--- src/rtl/enum_seq_monitor.sv ---
// Checks the 2-bit ts0->ts1->ts2 state stream. It flags illegal encodings and
// out-of-order transitions, locks onto a clean sequence and counts completed rounds.
module enum_seq_monitor #(
    parameter int LOCK_LEN   = 3,
    parameter int CNT_W      = 8,
    parameter int ALLOW_HOLD = 1
) (
    input  logic             clk,
    input  logic             rst,
    input  logic             in_valid,
    input  logic [1:0]       in_state,
    input  logic             clr_err,
    output logic [1:0]       mon_state,
    output logic             lock,
    output logic [CNT_W-1:0] round_count,
    output logic [1:0]       last_state,
    output logic             err_illegal,
    output logic             err_order
);

    typedef enum logic [1:0] {
        M_IDLE   = 2'd0,
        M_SYNC   = 2'd1,
        M_LOCKED = 2'd2,
        M_ERROR  = 2'd3
    } mon_t;

    localparam logic [3:0] LOCK4 = 4'(LOCK_LEN);

    mon_t       st;
    logic [3:0] good_cnt;
    logic [1:0] succ;
    logic       s_ill, s_adv, s_hold, hold_ok, wrap;

    // Classify the incoming sample against the previous valid sample.
    always_comb begin
        succ    = (last_state == 2'd2) ? 2'd0 : last_state + 2'd1;
        s_ill   = (in_state == 2'd3);
        s_adv   = !s_ill && (in_state == succ);
        s_hold  = !s_ill && (in_state == last_state);
        hold_ok = s_hold && (ALLOW_HOLD != 0);
        wrap    = s_adv && (last_state == 2'd2);
    end

    always_ff @(posedge clk) begin
        if (rst) begin
            st          <= M_IDLE;
            good_cnt    <= '0;
            round_count <= '0;
            last_state  <= '0;
            err_illegal <= 1'b0;
            err_order   <= 1'b0;
        end else if (clr_err) begin
            // A sample coinciding with the clear is recorded but never classified.
            st          <= M_IDLE;
            good_cnt    <= '0;
            err_illegal <= 1'b0;
            err_order   <= 1'b0;
            if (in_valid)
                last_state <= in_state;
        end else if (in_valid) begin
            last_state <= in_state;
            case (st)
                M_IDLE: begin
                    if (in_state == 2'd0) begin
                        st       <= M_SYNC;
                        good_cnt <= '0;
                    end else if (s_ill) begin
                        st          <= M_ERROR;
                        err_illegal <= 1'b1;
                    end
                end
                M_SYNC: begin
                    if (s_ill) begin
                        st          <= M_ERROR;
                        err_illegal <= 1'b1;
                    end else if (s_adv) begin
                        good_cnt <= good_cnt + 4'd1;
                        if (good_cnt + 4'd1 == LOCK4)
                            st <= M_LOCKED;
                    end else if (!hold_ok) begin
                        // Lost alignment before locking: resync quietly.
                        good_cnt <= '0;
                        st       <= (in_state == 2'd0) ? M_SYNC : M_IDLE;
                    end
                end
                M_LOCKED: begin
                    if (s_ill) begin
                        st          <= M_ERROR;
                        err_illegal <= 1'b1;
                    end else if (s_adv) begin
                        if (wrap)
                            round_count <= round_count + 1'b1;
                    end else if (!hold_ok) begin
                        st        <= M_ERROR;
                        err_order <= 1'b1;
                    end
                end
                M_ERROR: ;
            endcase
        end
    end

    assign mon_state = st;
    assign lock      = (st == M_LOCKED);

endmodule

--- config.mk ---
export PLATFORM = sky130hd
export DESIGN_NAME = enum_seq_monitor
export DESIGN_NICKNAME = d
export VERILOG_FILES = /design/src/rtl/enum_seq_monitor.sv
export SDC_FILE = /design/constraint.sdc
export NUM_CORES = 1
export LEC_CHECK = 0
export CORE_MARGIN = 5
export CORE_UTILIZATION = 51
export CTS_CLUSTER_DIAMETER = 120
export DETAILED_ROUTE_END_ITERATION = 10
export GPL_TIMING_DRIVEN = 0
export PLACE_DENSITY_LB_ADDON = 0.05
export SLEW_MARGIN = 20
export SYNTH_ARGS = -nofsm -noshare
export SYNTH_HDL_FRONTEND = slang
export SYNTH_SLANG_ARGS = --single-unit
export TNS_END_PERCENT = 100
--- constraint.sdc ---
create_clock -name clk -period 1.75 [get_ports clk]
set_input_delay 0.35 -clock clk [delete_from_list [all_inputs] [get_ports clk]]
set_output_delay 0.35 -clock clk [all_outputs]
set_load 0.01 [all_outputs]
After elaboration in Yosys (flattened, before gate mapping). Cells that the tools add are included.

Register bits after elaboration: 18. Input port bits: 6. Output and inout port bits: 15. Logic and storage cells: 65.

Add/subtract/negate cells: 3. Eq/ne operators: 16. Muxes and demuxes: 20. Bitwise operators: 4. Reductions and logical operators: 16.

Operators by type and width (number): $mux 2 (10); $mux 4 (4); $ne 3x3->1 const B (4); $reduce_and 5->1 (2); $add 8x1->8 const B (1); $ne 4x4->1 const B (2); $pmux 4 s2 (1); $reduce_and 7->1 (1); $eq 2x2->1 const B (3); $ne 2x2->1 const B (3); $pmux 2 s3 (1); $reduce_and 6->1 (1); $add 4x1->4 const B (1); $eq 2x2->1 (2); $eq 4x2->1 const B (1); $logic_not 2->1 (2); $not 1->1 (4); $reduce_bool 2->1 (2); $reduce_or 2->1 (2); $logic_and 1x1->1 (3); $mux 1 (3); $reduce_and 3->1 (1); $reduce_bool 3->1 (1); $add 2x1->2 const B (1); 3 further kinds (3).

Logic depth before layout (Yosys ltp). Gate-level depths: netlist of the first run.

Depth after elaboration: 7. Mapped depth: 8. Mapped depth without buffers: 7.

Worst setup path after synthesis of the first run. OpenSTA, ideal clock, no wires.

Path type: reg-to-reg. Start point: register st[0] (netlist: mon_state[0]). End point: register round_count[5]. Arrival time: 1.548 ns. Path slack: 0.075 ns. Stages on the path, launching flop included: 9. Clock period less this slack: 1.675 ns. Cell sequence: dfxtp_1 -> inv_1 -> ha_1 -> and3b_1 -> and3_1 -> buf_2 -> nand4_1 -> xor2_1 -> nor2_1.

Longest elaborated chain between the ends: 2.

Ends and longest elaborated chain: start, declared (RTL line 30) `mon_t st;`; start signal, assigned (RTL line 84) `st <= (in_state == 2'd0) ? M_SYNC : M_IDLE;`; $eq 2x2->1; via lock (RTL line 14) `output logic lock,`; $reduce_and 6->1 (no source line); end signal, assigned (RTL line 93) `round_count <= round_count + 1'b1;`; end, declared (RTL line 15) `output logic [CNT_W-1:0] round_count,`.

The timed path passes the listed nets, and every way through them passes these cells. A chain may end at the register's enable or synchronous reset.

Final worst setup path of the first run.
Start point: register round_count[0]. End point: output round_count[0].

No word-level cell between the ends.

==> impl_metrics.tcl, run 1 <==
set metrics [dict create \
    status "finished clean" \
    layout.nets 165 \
    fin_crit_sh_pct 95.2 \
    ys.flop_type "dfxtp_1" \
    ys_warn_count 0 \
    die_area_sq_um 3250 \
    ff2ff_path_depth 7 \
    insertion_delay_ps 290 \
    power_w 0.000780 \
    path_max_fanout 6 \
    worst_setup_path_start_kind "register" \
    reg2reg_from "mon_state[1]" \
    place_congestion 0.762 \
    synth_seq_cells 18 \
    via_per_inst 5.57 \
    drt-pass1-iter-count 4 \
    finalMaxSlewViolations 0 \
    cp_slowest_cell "clkdlybuf4s50_1" \
    grt_usage_pct 15.1 \
    min_period_ps 1670 \
    arrival_ps 1320 \
    timing.slew.headroom_pct 71.7 \
    endpoint "round_count[0]" \
    fp.dieW_um 57.0 \
    rsz0062_at_grt "yes" \
    leakage_nw 0.570 \
    area_growth_pct 30.6 \
    remaining_drc_errors 0 \
    hold_violations 0 \
    drt_iter0_drc 18 \
    fmax_mhz 600 \
    holdWs_ps 483 \
    die_h_um 57.0 \
    vdd_drop_max_v 0.000409 \
    num_vias 980 \
    crit_required_ps 1400 \
    rows 17 \
    holdCritPathClass "in2reg" \
    rrSetupSlack_ps 90 \
    cp_cell_sequence "clkdlybuf4s50_1" \
    synth_top_area_share_pct 31.9 \
    htreeDepth 1 \
    core_sq_um 2170 \
    cts.sinks 18 \
    final_layout_size_suffix_gt1_share_pct 20.9 \
    worst_pin_slew_ps 425 \
    synth_area_leader_cell "dfxtp_1" \
    grt_max_degree 11 \
    synthCells 122 \
    path_buf_inv 1 \
    power_density_nw_per_um2 530 \
    clk_pin_slew_ps 90 \
    drv_cap 0 \
    critPathMaxStageDelay_ps 580 \
    clock-root-buffer "clkbuf_4" \
    grt_pass1_wl_mm 3.98 \
    finalSetupViolCount 0 \
    synth.distinct_cells 39 \
    postRouteAntennaNets 0 \
    numCtsBuffers 3 \
    regToRegEndpoint "mon_state[1]" \
    grt_overflow 0 \
    worst-path-stages 1 \
    hpwlAfterDp_mm 1.73 \
    cts_tree "yes" \
    ys_top_cells_by_area "dfxtp_1 32%, ha_1 10%, nor2_1 6.7%" \
    async_reset_ff_share_pct 0 \
    antenna_found_initial 0 \
    ys_seq_area_share_pct 31.9 \
    grt_pass1_vias 905 \
    finalWirelength_mm 2.42 \
    syn-cell-area_sq_um 1130 \
    path_class "reg2out" \
    startpoint "round_count[0]" \
    cp_top_family "buffers and inverters" \
    io_buffers 20 \
    wl_per_cell_um 13.8 \
    syn_nets 137 \
    diodes 0 \
    synth_edf_count 0 \
    fin_skew_ps 1.06 \
    cts_max_path_buffers 2 \
    cts_hold_repair.buffers 0 \
    ioPinCount 21 \
    initial_core_util_pct 52.0 \
    syn_avg_cell_area_sq_um 9.25 \
    cp-end-kind "primary output" \
]
## Yosys cell counts (2+ instances only)
library cell  number
a21oi_1            3
and3_1             4
ha_1               9
nor2_1            20
dfxtp_1           18
a31oi_1            2
a32o_1             2
nand4_1            5
o21ai_0            4
inv_1              8
xnor2_1            3
nor3b_1            2
mux2i_1            7
nand2_1            4
xor2_1             7
## cells in the final DEF, fill, tap and decap left out, types with 2 or more instances in the layout
master,synthesis,routed
a21oi_1,3,3
a31oi_1,2,2
a32o_1,2,2
and3_1,4,4
buf_4,0,4
clkbuf_2,1,2
clkbuf_4,0,3
clkdlybuf4s50_1,0,16
dfxtp_1,18,13
dfxtp_2,0,3
dfxtp_4,0,2
ha_1,9,6
ha_4,0,3
inv_1,8,6
inv_2,0,2
mux2i_1,7,7
nand2_1,4,4
nand4_1,5,5
nor2_1,20,20
nor3b_1,2,2
o21ai_0,4,4
xnor2_1,3,3
xor2_1,7,7
## state kept, by name (all words and copies together) (netlist names)
name and cells:
round_count 8, good_cnt 4, last_state 2, mon_state 2, err_illegal 1, err_order 1
## logic make-up after synthesis
logic type                 Yosys count  share of synthesized area, %
DFF                                 18                          31.9
muxes                                7                          6.21
AOI/OAI and AO/OA                   21                          17.4
buffers and inverters               11                          3.88
xor gates and xnor gates            10                          7.76
and+or+nand+nor                     46                          22.8
adders and majority gates            9                          9.98
## metal layers
| layer | up-vias | share of wire, % | global-route usage [%] | routed length [um] |
|---|---|---|---|---|
| li1 | 492 | - | - | - |
| met1 | 463 | 47 | 19.1 | 1130 |
| met2 | 20 | 47 | 25.8 | 1130 |
| met3 | 5 | 4.7 | 2.26 | 115 |
| met4 | 0 | 1.9 | 5.96 | 45 |
| met5 | - | 0 | 0 | 0 |
## where the power goes
group,leakage (nW),internal [W],switching (W)
registers,0.148,0.000415,0.0000118
clock network,0.0138,0.0000801,0.000120
logic,0.408,0.0000737,0.0000808
total,0.570,0.000568,0.000212
## cell type report
type | count | area (sq um)
plain buffers | 3 | 16.3
clock buffers | 3 | 22.5
fillers | 197 | 696
inverters | 8 | 30.0
multi-input cells | 93 | 778
flip-flops and latches | 18 | 372
well taps | 28 | 35.0
repair buffers | 23 | 220
## through the flow
step	util (%)	setup slack, ps	instance area [sq um]	setup TNS, ps	instances
2_1_floorplan	-	74.5	1130	0	122
3_3_place_gp	62.9	-686	1360	-8150	170
3_5_place_dp	62.9	-683	1360	-8310	170
4_1_cts	64.8	3.39	1410	0	173
5_1_grt	67.9	-15.8	1470	-33.3	176
6_report	67.9	84.5	1470	0	176
## worst min-delay path by stage
stage,from,to,slack [ps],depth (start not counted)
after CTS,err_order,err_order,500,2
after global placement,err_order,err_order,460,2
final,in_state[0],last_state[0],480,3
after floorplan,in_state[0],last_state[0],500,2
after global routing,in_valid,last_state[1],510,3
after detailed placement,err_order,err_order,470,2
## what timing repair did
item                       CTS  global route
setup endpoints to repair   16            11
pin swaps                    0             3
setup buffers                0             3
gates resized for setup     11            18
No activity file was read; power rests on OpenSTA's default activity.
==> run 2: changes to the inputs <==
--- a/config.mk
+++ b/config.mk
@@ -6,8 +6,9 @@
 export NUM_CORES = 1
 export LEC_CHECK = 0
 export CORE_MARGIN = 5
-export CORE_UTILIZATION = 51
-export CTS_CLUSTER_DIAMETER = 120
+export CORE_UTILIZATION = 53
+export CTS_BUF_LIST = sky130_fd_sc_hd__clkbuf_2 sky130_fd_sc_hd__clkbuf_4 sky130_fd_sc_hd__clkbuf_8
+export CTS_CLUSTER_DIAMETER = 80
 export DETAILED_ROUTE_END_ITERATION = 10
 export GPL_TIMING_DRIVEN = 0
 export PLACE_DENSITY_LB_ADDON = 0.05
==> run 2 against run 1 <==
Die area fell by 3.1%. Utilization rose by 5.9 points. Global-route usage rose by 0.79 points. Cell count fell by 1.1%. Setup slack got worse by 11 ps. Largest cell class unchanged. Worst hold slack got worse by 3.8 ps. Critical path type unchanged. Sequential cell count did not move. Non-clock buffer count fell by 2. Critical endpoint is now last_state[1].
==> impl_metrics.tcl, run 2 (synthesis results as in run 1) <==
set metrics [dict create \
    htreeDepth 1 \
    drt_iter0_drc 12 \
    placed_cells 169 \
    cts_max_path_buffers 2 \
    final_cells 174 \
    cts_tree "yes" \
    holdCritPathClass "in2reg" \
    drv_cap 0 \
    crit_required_ps 1400 \
    critPathMaxStageDelay_ps 590 \
    fmax_mhz 596 \
    reg.largest.list "round_count: 8 flops, good_cnt: 4 flops" \
    cp_cell_sequence "clkdlybuf4s50_1" \
    antenna_found_initial 0 \
    vdd_drop_max_v 0.000669 \
    grt_overflow 0 \
    cp_slowest_cell "clkdlybuf4s50_1" \
    finalMaxSlewViolations 0 \
    rows 16 \
    clock-root-buffer "clkbuf_4" \
    cts.sinks 18 \
    grt_pass1_wl_mm 4.08 \
    cp_top_family "buffers and inverters" \
    post_dp_cell_area_sq_um 1360 \
    io_buffers 20 \
    clk_pin_slew_ps 90 \
    layout.nets 163 \
    cts_hold_repair.buffers 0 \
    path_buf_inv 1 \
    die_h_um 56.1 \
    multi_input_area_sq_um 788 \
    min_period_ps 1680 \
    die_area_sq_um 3150 \
    initial_core_util_pct 56.4 \
    fp.dieW_um 56.1 \
    remaining_drc_errors 0 \
    fin_crit_sh_pct 95.8 \
    leakage_nw 0.571 \
    arrival_ps 1330 \
    hold_violations 0 \
    num_vias 949 \
    min_from "in_state[0]" \
    fin_skew_ps 9.13 \
    largest_reg_flops 8 \
    grt_usage_pct 15.9 \
    startpoint "last_state[1]" \
    wl_per_cell_um 14.0 \
    hpwlAfterDp_mm 1.85 \
    final_layout_size_suffix_gt1_share_pct 20.4 \
    place_congestion 0.788 \
    insertion_delay_ps 290 \
    path_class "reg2out" \
    reg2reg_from "mon_state[1]" \
    power_w 0.000834 \
    design_area_sq_um 1480 \
    fill_cells 153 \
    regMostFlops "round_count" \
    via_per_inst 5.45 \
    worst_setup_path_start_kind "register" \
    drt-pass1-iter-count 3 \
    power_density_nw_per_um2 564 \
    worst_pin_slew_ps 450 \
    postRouteAntennaNets 0 \
    grt_pass1_vias 917 \
    holdWs_ps 479 \
    cp-end-kind "primary output" \
    status "finished clean" \
    numCtsBuffers 3 \
    diodes 0 \
    ioPinCount 21 \
    grt_max_degree 11 \
    finalSetupViolCount 0 \
    core_sq_um 2000 \
    finalWirelength_mm 2.43 \
    area_growth_pct 31.0 \
    seq_area_sq_um 369 \
    timing.slew.headroom_pct 70.0 \
    final_cell_mix "20 x nor2_1, 16 x clkdlybuf4s50_1, 13 x dfxtp_1" \
    layout_commonest_cell "nor2_1" \
    path_max_fanout 7 \
]
-- run 2: worst paths after layout --
| kind | end | slack, ps | depth (start not counted) |
|---|---|---|---|
| max | last_state[1] | 70 | 1 |
| min | last_state[0] | 480 | 3 |
| max reg2reg | mon_state[1] | 100 | 7 |
| min reg2reg | err_illegal | 490 | 2 |
-- run 2: layout make-up --
type,instances,area share [%]
plain buffers,3,1.10
clock buffers,4,2.45
multi-input cells,93,53.3
flip-flops and latches,18,25.0
well taps,27,2.28
inverters,8,2.03
repair buffers,21,13.9
-- run 2: repair_timing --
item	in CTS	in global routing
pin swaps	0	1
setup endpoints to repair	16	12
setup buffers	0	1
resized for setup	12	16
-- run 2: where the power goes --
group | internal [W] | leakage, nW | total [W] | switching [W]
clock | 0.000127 | 0.0210 | 0.000252 | 0.000125
combinational | 0.0000729 | 0.402 | 0.000155 | 0.0000818
sequential | 0.000415 | 0.148 | 0.000427 | 0.0000117
-- run 2: per-stage QoR --
stage | TNS (ps) | worst slack [ps] | utilization [%]
detailed placement | -8380 | -702 | 68.1
global route | -2.16 | -2.16 | 73.9
finish | 0 | 73.4 | 73.9
global placement | -7750 | -659 | 68.1
floorplan | 0 | 74.5 | -
CTS | 0 | 9.53 | 71.1
-- run 2: layer usage --
layer	share of wire, %	vias up	GRT usage (%)
li1	-	488	-
met3	3.2	2	4.87
met1	47	444	18.7
met4	0.29	0	3.05
met2	50	15	28.4
met5	0	-	0
